**config.mk**
```make
export PLATFORM = sky130hd
export DESIGN_NAME = wb_commit
export DESIGN_NICKNAME = d
export VERILOG_FILES = /design/src/rtl/wb_commit_pkg.sv /design/src/rtl/wb_commit_load_ext.sv /design/src/rtl/wb_commit.sv
export SDC_FILE = /design/constraint.sdc
export NUM_CORES = 1
export LEC_CHECK = 0
export ABC_CLOCK_PERIOD_IN_PS = 5020
export CAP_MARGIN = 20
export CORE_MARGIN = 10
export CORE_UTILIZATION = 50
export DETAILED_ROUTE_END_ITERATION = 16
export PLACE_DENSITY = 0.92
export SYNTH_ARGS = -nofsm -noshare
export SYNTH_HDL_FRONTEND = slang
export SYNTH_SLANG_ARGS = --single-unit
```
**constraint.sdc**
```tcl
create_clock -name clk -period 5.02 [get_ports clk]
set_input_delay 0.502 -clock clk [delete_from_list [all_inputs] [get_ports clk]]
set_output_delay 0.502 -clock clk [all_outputs]
set_load 0.05 [all_outputs]
```
**src/rtl/wb_commit_pkg.sv**
```systemverilog
// Shared widths, load-size encodings and FSM state encodings for the writeback stage.
package wb_commit_pkg;
  localparam int XLEN   = 64;
  localparam int REG_AW = 5;

  localparam logic [1:0] LS_B = 2'b00;
  localparam logic [1:0] LS_H = 2'b01;
  localparam logic [1:0] LS_W = 2'b10;
  localparam logic [1:0] LS_D = 2'b11;

  localparam logic [1:0] ST_IDLE    = 2'b00;
  localparam logic [1:0] ST_WAIT_LD = 2'b01;
  localparam logic [1:0] ST_COMMIT  = 2'b10;
endpackage

```
**src/rtl/wb_commit_load_ext.sv**
```systemverilog
// Load data alignment: shift the raw doubleword down by the byte offset, then
// pick the access size and sign- or zero-extend it.
module load_ext
  import wb_commit_pkg::*;
(
  input  logic [XLEN-1:0] data_i,
  input  logic [2:0]      addr_lo_i,
  input  logic [1:0]      size_i,
  input  logic            unsigned_i,
  output logic [XLEN-1:0] data_o
);
  logic [XLEN-1:0] shifted;

  // Logical shift, so bytes coming from above bit 63 are zero.
  assign shifted = data_i >> {addr_lo_i, 3'b000};

  always_comb begin
    data_o = shifted;
    case (size_i)
      LS_B:    data_o = {{(XLEN-8){~unsigned_i & shifted[7]}},   shifted[7:0]};
      LS_H:    data_o = {{(XLEN-16){~unsigned_i & shifted[15]}}, shifted[15:0]};
      LS_W:    data_o = {{(XLEN-32){~unsigned_i & shifted[31]}}, shifted[31:0]};
      default: data_o = shifted;
    endcase
  end
endmodule

```
**src/rtl/wb_commit.sv**
```systemverilog
// Writeback/commit stage: drives the register file write port and the difftest
// commit PC, waiting for the load response when the retiring instruction is a load.
module wb_commit
  import wb_commit_pkg::*;
(
  input  logic              clk,
  input  logic              rst_n,
  input  logic              mem_valid_i,
  output logic              mem_ready_o,
  input  logic [XLEN-1:0]   mem_pc_i,
  input  logic              mem_rd_wen_i,
  input  logic [REG_AW-1:0] mem_rd_addr_i,
  input  logic [XLEN-1:0]   mem_alu_res_i,
  input  logic              mem_is_load_i,
  input  logic [1:0]        mem_ld_size_i,
  input  logic              mem_ld_unsigned_i,
  input  logic [2:0]        mem_addr_lo_i,
  input  logic              dmem_rvalid_i,
  input  logic [XLEN-1:0]   dmem_rdata_i,
  output logic              wr_en_o,
  output logic [REG_AW-1:0] wr_addr_o,
  output logic [XLEN-1:0]   wr_data_o,
  output logic [XLEN-1:0]   pc_wb_o
);
  logic [1:0]        state_q, state_d;
  logic [XLEN-1:0]   pc_q, pc_d;
  logic [REG_AW-1:0] rd_q, rd_d;
  logic              rd_wen_q, rd_wen_d;
  logic [1:0]        size_q, size_d;
  logic              uns_q, uns_d;
  logic [2:0]        addr_lo_q, addr_lo_d;
  logic              wr_en_q, wr_en_d;
  logic [REG_AW-1:0] wr_addr_q, wr_addr_d;
  logic [XLEN-1:0]   wr_data_q, wr_data_d;
  logic [XLEN-1:0]   pc_wb_q, pc_wb_d;
  logic [XLEN-1:0]   ld_data;
  logic              accept;

  load_ext u_load_ext (
    .data_i     (dmem_rdata_i),
    .addr_lo_i  (addr_lo_q),
    .size_i     (size_q),
    .unsigned_i (uns_q),
    .data_o     (ld_data)
  );

  assign mem_ready_o = (state_q != ST_WAIT_LD);
  assign accept      = mem_valid_i && mem_ready_o;

  always_comb begin
    state_d   = state_q;
    pc_d      = pc_q;
    rd_d      = rd_q;
    rd_wen_d  = rd_wen_q;
    size_d    = size_q;
    uns_d     = uns_q;
    addr_lo_d = addr_lo_q;
    wr_en_d   = 1'b0;
    pc_wb_d   = '0;
    wr_addr_d = wr_addr_q;
    wr_data_d = wr_data_q;
    case (state_q)
      ST_WAIT_LD: begin
        if (dmem_rvalid_i) begin
          state_d   = ST_COMMIT;
          wr_data_d = ld_data;
          wr_addr_d = rd_q;
          wr_en_d   = rd_wen_q && (rd_q != '0);
          pc_wb_d   = pc_q;
        end
      end
      default: begin
        // IDLE and COMMIT both accept; a response arriving here is ignored.
        state_d = ST_IDLE;
        if (accept) begin
          if (mem_is_load_i) begin
            state_d   = ST_WAIT_LD;
            pc_d      = mem_pc_i;
            rd_d      = mem_rd_addr_i;
            rd_wen_d  = mem_rd_wen_i;
            size_d    = mem_ld_size_i;
            uns_d     = mem_ld_unsigned_i;
            addr_lo_d = mem_addr_lo_i;
          end else begin
            state_d   = ST_COMMIT;
            wr_data_d = mem_alu_res_i;
            wr_addr_d = mem_rd_addr_i;
            wr_en_d   = mem_rd_wen_i && (mem_rd_addr_i != '0);
            pc_wb_d   = mem_pc_i;
          end
        end
      end
    endcase
  end

  always_ff @(posedge clk) begin
    if (!rst_n) begin
      state_q   <= ST_IDLE;
      pc_q      <= '0;
      rd_q      <= '0;
      rd_wen_q  <= 1'b0;
      size_q    <= LS_B;
      uns_q     <= 1'b0;
      addr_lo_q <= '0;
      wr_en_q   <= 1'b0;
      wr_addr_q <= '0;
      wr_data_q <= '0;
      pc_wb_q   <= '0;
    end else begin
      state_q   <= state_d;
      pc_q      <= pc_d;
      rd_q      <= rd_d;
      rd_wen_q  <= rd_wen_d;
      size_q    <= size_d;
      uns_q     <= uns_d;
      addr_lo_q <= addr_lo_d;
      wr_en_q   <= wr_en_d;
      wr_addr_q <= wr_addr_d;
      wr_data_q <= wr_data_d;
      pc_wb_q   <= pc_wb_d;
    end
  end

  assign wr_en_o   = wr_en_q;
  assign wr_addr_o = wr_addr_q;
  assign wr_data_o = wr_data_q;
  assign pc_wb_o   = pc_wb_q;
endmodule

```
==> results of run 1 <==
[state kept, by name, summed over array words and instances, names as in the netlist]
name / cells
uns_q: 1
wr_data_o: 64
state_q: 2
pc_wb_o: 64
wr_addr_o: 5
addr_lo_q: 3
size_q: 2
pc_q: 64
wr_en_o: 1
rd_q: 5
rd_wen_q: 1
[power groups by stage]
stage | clock network (mW) | logic, mW | registers (mW)
detailed placement | 0 | 0.937 | 1.87
global placement | 0 | 0.927 | 1.86
global route | 1.74 | 1.00 | 1.84
floorplan | 0 | 0.364 | 2.04
CTS | 1.67 | 0.944 | 1.83
finish | 1.65 | 0.950 | 1.83
[per-layer routing]
metal / global-route usage / share of wire / vias up
met1: 0.3339 / 0.40 / 4852
met5: 0 / 0 / -
met4: 0.1049 / 0.033 / 0
met3: 0.05738 / 0.076 / 82
li1: - / - / 4711
met2: 0.4504 / 0.49 / 460
[critical path, stage by stage (launching register included)]
cell and delay (ns):
dfxtp_1 0.29, nor2b_4 0.11, inv_1 0.40, mux2i_1 0.36, and2_2 0.46, buf_4 0.66
a22oi_1 0.20, a21oi_1 0.21
[cell usage after synthesis, drive strengths merged, types with 2 or more instances]
cell	instances	share of area
a211oi	8	0.0071
a21boi	77	0.057
a21oi	62	0.030
a22oi	92	0.068
a2bb2oi	39	0.033
a32o	7	0.0069
a32oi	7	0.0060
and2	6	0.0037
buf	57	0.036
clkbuf	52	0.019
dfxtp	212	0.42
inv	4	0.0015
mux2	29	0.032
mux2i	49	0.049
mux4	8	0.018
nand2	202	0.074
nand2b	3	0.0018
nand3	2	0.00098
nor2	67	0.025
nor2b	77	0.047
nor3	3	0.0020
nor3b	2	0.0020
o211ai	9	0.0066
o21ai	52	0.026
o22ai	7	0.0043
o311ai	7	0.0060
or2	11	0.0067
or4	9	0.0066
[kinds of logic (layout without fill, tap and decap cells)]
logic type             count (synthesis)  in the layout
other                                  0              9
multiplexers                          86             86
AND/OR/NAND/NOR                      385            385
AO/OA/AOI/OAI                        374            374
buffers and inverters                113            399
flip-flops                           212            212
[cell type report]
class	count	area, um^2	area share
diodes	9	22.52	0.001574
clock buffers	36	714.4	0.04993
clock inverters	4	30.03	0.002098
inverters	4	15.01	0.001049
multi-input cells	845	5420	0.3788
flip-flops and latches	212	4249	0.2969
well taps	270	337.8	0.02361
repair buffers	355	3521	0.2460
[per-stage QoR]
stage	hold WS, ns	instance area [um^2]
floorplan	0.4432	10220
global placement	0.4357	13540
detailed placement	0.4436	13540
CTS	0.4515	14290
global route	0.4821	14310
finish	0.4491	14310
[cells in the final DEF, fill, tap and decap left out, types with 9 or more instances in the layout]
cell	Yosys	final
a21oi_1	62	62
diode_2	0	9
o21ai_0	42	42
or4_1	9	9
a21boi_0	77	77
nand2_1	202	202
o21ai_1	9	9
o211ai_1	9	9
dfxtp_1	212	210
clkdlybuf4s50_1	0	342
mux2i_1	48	48
clkbuf_8	0	9
clkbuf_16	0	23
nor2_1	66	66
buf_4	11	13
a22oi_1	91	91
nor2b_1	76	76
mux2_2	29	29
or2_2	11	11
a2bb2oi_1	39	39
[path summary, 6_finish.rpt]
path	startpoint	to	slack [ns]	depth (start not counted)
min	wr_data_o[25]	wr_data_o[25]	0.45	2
max reg2reg	state_q[0]	wr_data_o[57]	2.21	7
min reg2reg	wr_data_o[25]	wr_data_o[25]	0.45	2
max	state_q[0]	wr_data_o[57]	2.21	7
==> results_dict.tcl, run 1 <==
set metrics [dict create \
    fmaxAchievable_mhz 355.3 \
    clk_path_buf_depth 3 \
    fin_setup_tns_ns 0 \
    synth_xor_area_frac 0 \
    setup_viol 0 \
    cts_resized 0 \
    synth-edff-count 0 \
    power.density_nw_per_um2 309.9 \
    hold_buffers 0 \
    finalPower_mw 4.434 \
    final_core_util 0.7095 \
    first_pass_iters 5 \
    cap_violations 0 \
    die_w_um 162.9 \
    synthMuxAreaShare 0.09884 \
    ys_dominant_reg_cell "dfxtp_1" \
    cts_tree "built" \
    fillCellCount 1527 \
    numPortBuffers 343 \
    ir_worst_vdd_v 0.0002791 \
    finalCritPeriodShare 0.5606 \
    place_ws_ns 2.018 \
    cp-end-kind "flip-flop" \
    ios 344 \
    grt_overflow 0 \
    post_cts_buffers 0 \
    num_vias 10105 \
    syn_avg_cell_area_um2 8.732 \
    layout.nets 1650 \
    start_util 0.5065 \
    power_leakage_nw 4.936 \
    grt_usage 0.2701 \
    ys_warn_count 0 \
    ys_seq_elements 212 \
    worstSetupStartpointType "flip-flop" \
    grt_setup_unrepaired "no" \
    drc 0 \
    dp_cells 1686 \
    wl_per_cell_um 22.09 \
    synth_top_family_by_area "compound AO/OA/AOI/OAI gates" \
    syn_to_final_growth_pct 40.07 \
    final_antenna_net_count 0 \
    drv_slew 0 \
    hold_violations 0 \
    antenna_found_initial 7 \
    synth-compound-area-share 0.2570 \
    core_um2 20170 \
    worstMarginPinSlew_ns 1.022 \
    p_comb_frac 0.214 \
    cts_root_buffer "clkbuf_16" \
    setup_slack_ns 2.206 \
    period_minus_slack_ns 2.814 \
    drt_iter0_drc 858 \
    drt-total-wl_um 38330 \
    status "complete, no violations" \
    p_sw_mw 1.281 \
    viasPerCell 5.824 \
    arrival_ns 3.25 \
    synth_nets 1379 \
    hp-class "reg2reg" \
    clk_pin_slew_ns 0.06 \
    grt_pass1_wl_um 57470 \
    cp_max_fo 71 \
    relSlewSlack 0.3187 \
    syn_inst 1170 \
    die_y_um 162.9 \
    fin_cells 1735 \
    pwr-share-clk 0.372 \
    synth-async-reset-ratio 0 \
    critPathRequiredTime_ns 5.45 \
    synth-adder-area-share 0 \
    cts_sinks 212 \
    synth_cell_types 52 \
    die-area_um2 26550 \
    p_sw_frac 0.2889 \
    numCtsBuffers 23 \
    gp_congestion 0.9466 \
    layout-drive-gt1-share 0.07830 \
    grt_max_degree 107 \
    dp_hpwl_um 27280 \
    syn_area_um2 10220 \
    synthSimpleGateAreaFrac 0.1726 \
    clock_latency_ns 0.51 \
    grt_pass1_vias 9918 \
    synth.yosys.seq_area_share 0.4154 \
    internal_power_mw 3.153 \
    htree_levels 1 \
    seqPwrFrac 0.413 \
    num_rows 52 \
    clock-skew-final_ns 0.01228 \
    crit_type "reg2reg" \
]
Note: power is estimated with default switching activity, not from simulation.
==> inputs of run 2 (changes only) <==
--- a/config.mk
+++ b/config.mk
@@ -5,12 +5,12 @@
 export SDC_FILE = /design/constraint.sdc
 export NUM_CORES = 1
 export LEC_CHECK = 0
-export ABC_CLOCK_PERIOD_IN_PS = 5020
+export ABC_CLOCK_PERIOD_IN_PS = 2400
 export CAP_MARGIN = 20
 export CORE_MARGIN = 10
-export CORE_UTILIZATION = 50
+export CORE_UTILIZATION = 42
 export DETAILED_ROUTE_END_ITERATION = 16
-export PLACE_DENSITY = 0.92
+export PLACE_DENSITY = 0.83
 export SYNTH_ARGS = -nofsm -noshare
 export SYNTH_HDL_FRONTEND = slang
 export SYNTH_SLANG_ARGS = --single-unit
==> constraint.sdc (replaced) <==
create_clock -name clk -period 2.4 [get_ports clk]
set_input_delay 0.24 -clock clk [delete_from_list [all_inputs] [get_ports clk]]
set_output_delay 0.24 -clock clk [all_outputs]
set_load 0.05 [all_outputs]
==> results_dict.tcl, run 2 (same netlist as run 1, synthesis figures left out) <==
set metrics [dict create \
    dp_hpwl_um 28540 \
    drc 0 \
    cp-end-kind "flip-flop" \
    fillCellCount 2069 \
    power.density_nw_per_um2 645.8 \
    num_rows 57 \
    r2r_slack_ns 0.22 \
    rr_worst_depth 6 \
    fmaxAchievable_mhz 458.0 \
    place_ws_ns 0.1520 \
    multiInputGateArea_um2 5428 \
    grt_overflow 0 \
    cap_violations 0 \
    setup_viol 0 \
    cp-startpoint "addr_lo_q[1]" \
    first_pass_iters 5 \
    cts_sinks 212 \
    post_cts_buffers 0 \
    critPathRequiredTime_ns 2.80 \
    cp_max_fo 19 \
    fin_cells 1814 \
    drv_slew 0 \
    grt_usage 0.2325 \
    power_leakage_nw 5.113 \
    layout.nets 1678 \
    fin_setup_tns_ns 0 \
    arrival_ns 2.58 \
    die_y_um 176.0 \
    holdPathEnd "state_q[0]" \
    cts_root_buffer "clkbuf_16" \
    period_minus_slack_ns 2.183 \
    clock_latency_ns 0.52 \
    ios 344 \
    clk_pin_slew_ns 0.06 \
    num_vias 10133 \
    seq_area_um2 4249 \
    cts_tree "built" \
    mostFrequentLayoutCells "341 x clkdlybuf4s50_1, 210 x dfxtp_1, 202 x nand2_1" \
    dp_cells 1767 \
    die-area_um2 30960 \
    drt_iter0_drc 994 \
    hold_buffers 0 \
    ir_worst_vdd_v 0.0004917 \
    reg2reg_from "addr_lo_q[1]" \
    grt_max_degree 94 \
    drt-total-wl_um 38430 \
    rr_endpoint "wr_data_o[20]" \
    numPortBuffers 343 \
    status "complete, no violations" \
    grt_setup_unrepaired "no" \
    layout_commonest_cell "clkdlybuf4s50_1" \
    hold_violations 0 \
    final_antenna_net_count 0 \
    clock-skew-final_ns 0.01761 \
    worstSetupStartpointType "flip-flop" \
    hp-class "in2reg" \
    die_w_um 176.0 \
    cts_resized 0 \
    finalPower_mw 9.503 \
    syn_to_final_growth_pct 44.04 \
    worstMarginPinSlew_ns 0.7240 \
    holdCritStartpoint "rst_n" \
    gp_congestion 1.014 \
    viasPerCell 5.586 \
    layout-drive-gt1-share 0.09764 \
    core_um2 24110 \
    setup_slack_ns 0.2166 \
    antenna_found_initial 5 \
    clk_path_buf_depth 3 \
    wl_per_cell_um 21.19 \
    grt_pass1_vias 9725 \
    relSlewSlack 0.5173 \
    hold_depth 2 \
    finalCritPeriodShare 0.9098 \
    grt_pass1_wl_um 57520 \
    numCtsBuffers 24 \
    htree_levels 1 \
    start_util 0.4238 \
    crit_type "reg2reg" \
]
-- run 2: layout make-up --
| type | instances | area share |
|---|---|---|
| clock buffers | 29 | 0.04345 |
| repair buffers | 382 | 0.2597 |
| well taps | 324 | 0.02755 |
| clock inverters | 13 | 0.009863 |
| flip-flops and latches | 212 | 0.2888 |
| diodes | 5 | 0.0008503 |
| inverters | 4 | 0.001020 |
| multi-input cells | 845 | 0.3688 |
-- run 2: stage by stage --
step,hold slack (ns),area (um^2),util
after floorplan,0.3849,10220,-
after CTS,0.003336,14700,0.6099
final,0.03031,14720,0.6105
after global placement,0.4350,13920,0.5774
after global routing,0.01105,14720,0.6105
after detailed placement,0.4413,13920,0.5774
-- run 2: worst max path at each step --
stage / to / slack, ns / cells after the start
after floorplan: wr_data_o[1] / 0.62 / 8
after global placement: wr_data_o[44] / 0.22 / 7
after detailed placement: wr_data_o[48] / 0.15 / 7
after CTS: wr_data_o[20] / 0.27 / 6
after global routing: wr_data_o[10] / 0.13 / 7
final: wr_data_o[20] / 0.22 / 6
-- run 2: worst max-delay path, cell delays in order, from the launching register on --
cell and delay [ns]:
dfxtp_2 0.54, buf_12 0.22, mux2_2 0.36, or2_2 0.27, a32oi_1 0.40, or4_1 0.17, o311ai_1 0.08
-- run 2: where the power goes --
part	internal (mW)	switching, mW
clock network	2.13	1.50
logic	0.899	1.17
registers	3.70	0.115
-- run 2: metal layers --
layer | vias up | global-route usage | share of wire | routed length, um
li1 | 4768 | - | - | -
met1 | 4866 | 0.2886 | 0.40 | 15530
met2 | 421 | 0.3809 | 0.48 | 18370
met3 | 78 | 0.05831 | 0.082 | 3149
met4 | 0 | 0.09007 | 0.036 | 1378
met5 | - | 0 | 0 | 0
==> inputs of run 3 (changes only) <==
==> constraint.sdc (replaced) <==
create_clock -name clk -period 2.4 [get_ports clk]
set_input_delay 0.48 -clock clk [delete_from_list [all_inputs] [get_ports clk]]
set_output_delay 0.48 -clock clk [all_outputs]
set_load 0.05 [all_outputs]
==> results_dict.tcl, run 3 (same netlist as run 1, synthesis figures left out) <==
set metrics [dict create \
    clk_pin_slew_ns 0.06 \
    die_w_um 176.0 \
    relSlewSlack 0.5873 \
    grt_max_degree 156 \
    place_area_um2 14070 \
    cts_resized 0 \
    final_core_util 0.6201 \
    power_leakage_nw 5.240 \
    gp_congestion 1.014 \
    hold_buffers 0 \
    layout.nets 1689 \
    layout-drive-gt1-share 0.1061 \
    die-area_um2 30960 \
    rr_endpoint "wr_data_o[56]" \
    clk_path_buf_depth 3 \
    setup_slack_ns 0.1163 \
    clock_latency_ns 0.54 \
    wl_per_cell_um 21.41 \
    hold_violations 0 \
    mostFrequentLayoutCells "341 x clkdlybuf4s50_1, 210 x dfxtp_1, 202 x nand2_1" \
    critPathRequiredTime_ns 1.92 \
    first_pass_iters 5 \
    cpMaxStageDelayCell "clkdlybuf4s50_1" \
    drt_iter0_drc 875 \
    cap_violations 0 \
    finalPower_mw 9.853 \
    worstSetupStartpointType "flip-flop" \
    whs_ns 0.2660 \
    cpLargestDelayFamily "buffers and inverters" \
    antenna_found_initial 7 \
    viasPerCell 5.581 \
    htree_levels 1 \
    drt-total-wl_um 39180 \
    numCtsBuffers 25 \
    dp_cells 1777 \
    arrival_ns 1.80 \
    holdCritStartpoint "rst_n" \
    power.density_nw_per_um2 659.2 \
    worstMarginPinSlew_ns 0.6171 \
    setup_viol 0 \
    num_vias 10214 \
    hold_depth 2 \
    status "complete, no violations" \
    grt_pass1_wl_um 60100 \
    fin_setup_tns_ns 0 \
    syn_to_final_growth_pct 46.32 \
    fin_cells 1830 \
    grt_pass1_vias 10098 \
    cp-end-kind "output port" \
    grt_usage 0.2422 \
    fillCellCount 2050 \
    core_um2 24110 \
    r2r_slack_ns 0.16 \
    ir_worst_vdd_v 0.0006860 \
    ios 344 \
    fmaxAchievable_mhz 437.9 \
    reg2reg_from "addr_lo_q[1]" \
    layout_commonest_cell "clkdlybuf4s50_1" \
    cp_cell_sequence "clkdlybuf4s50_1" \
    cp-startpoint "wr_data_o[63]" \
    grt_overflow 0 \
    post-route-cell-area_um2 14950 \
    cts_sinks 212 \
    hp-class "in2reg" \
    start_util 0.4238 \
    max_stage_delay_ns 0.85 \
    grt_setup_unrepaired "no" \
    crit_type "reg2out" \
    die_y_um 176.0 \
    drc 0 \
    dp_hpwl_um 28920 \
    cts_root_buffer "clkbuf_16" \
    period_minus_slack_ns 2.284 \
    cp_max_fo 3 \
    clock-skew-final_ns 0.01274 \
    post_cts_buffers 0 \
    crit_buf_inv 1 \
    holdPathEnd "pc_q[35]" \
    finalCritPeriodShare 0.9516 \
    rr_worst_depth 7 \
    numPortBuffers 343 \
    place_ws_ns 0.008011 \
    cts_tree "built" \
    final_antenna_net_count 0 \
    drv_slew 0 \
    num_rows 57 \
]
[run 3: cell count changes in the layout (fill, tap and decap cells not counted), moves of 2 or more]
cell        before  now
clkinv_2         4    7
diode_2          5    7
buf_12           8   14
clkinvlp_4       3    1
buf_4           33   37
clkbuf_8         2    4
[run 3: layout make-up]
class / instances / area, um^2 / share of cell area
Antenna cell: 7 / 17.52 / 0.001172
Clock buffer: 32 / 691.9 / 0.04629
Clock inverter: 14 / 170.2 / 0.01138
Inverter: 4 / 15.01 / 0.001004
Multi-Input combinational cell: 845 / 5428 / 0.3631
Sequential cell: 212 / 4249 / 0.2843
Tap cell: 324 / 405.4 / 0.02712
Timing Repair Buffer: 392 / 3971 / 0.2657
[run 3: layer usage]
| layer | vias up | global-route usage | share of wire |
|---|---|---|---|
| li1 | 4795 | - | - |
| met5 | - | 0 | 0 |
| met1 | 4908 | 0.2998 | 0.40 |
| met3 | 77 | 0.06322 | 0.086 |
| met2 | 434 | 0.3885 | 0.48 |
| met4 | 0 | 0.1106 | 0.036 |
[run 3: report_power, final]
| group | switching, mW | internal [mW] | total [mW] |
|---|---|---|---|
| clock network | 1.56 | 2.38 | 3.94 |
| registers | 0.116 | 3.70 | 3.82 |
| logic | 1.18 | 0.924 | 2.10 |
| total | 2.85 | 7.00 | 9.85 |
[run 3: how the worst max path moves through the flow]
| stage | to | slack, ns | cells past startpoint |
|---|---|---|---|
| 2_1_floorplan | wr_data_o[1] | 0.62 | 8 |
| 3_3_place_gp | wr_data_o[33] | 0.05 | 7 |
| 6_report | wr_data_o[63] | 0.12 | 1 |
| 4_1_cts | wr_data_o[62] | 0.13 | 1 |
| 5_1_grt | wr_data_o[35] | 0.06 | 7 |
| 3_5_place_dp | wr_data_o[48] | 0.008 | 7 |
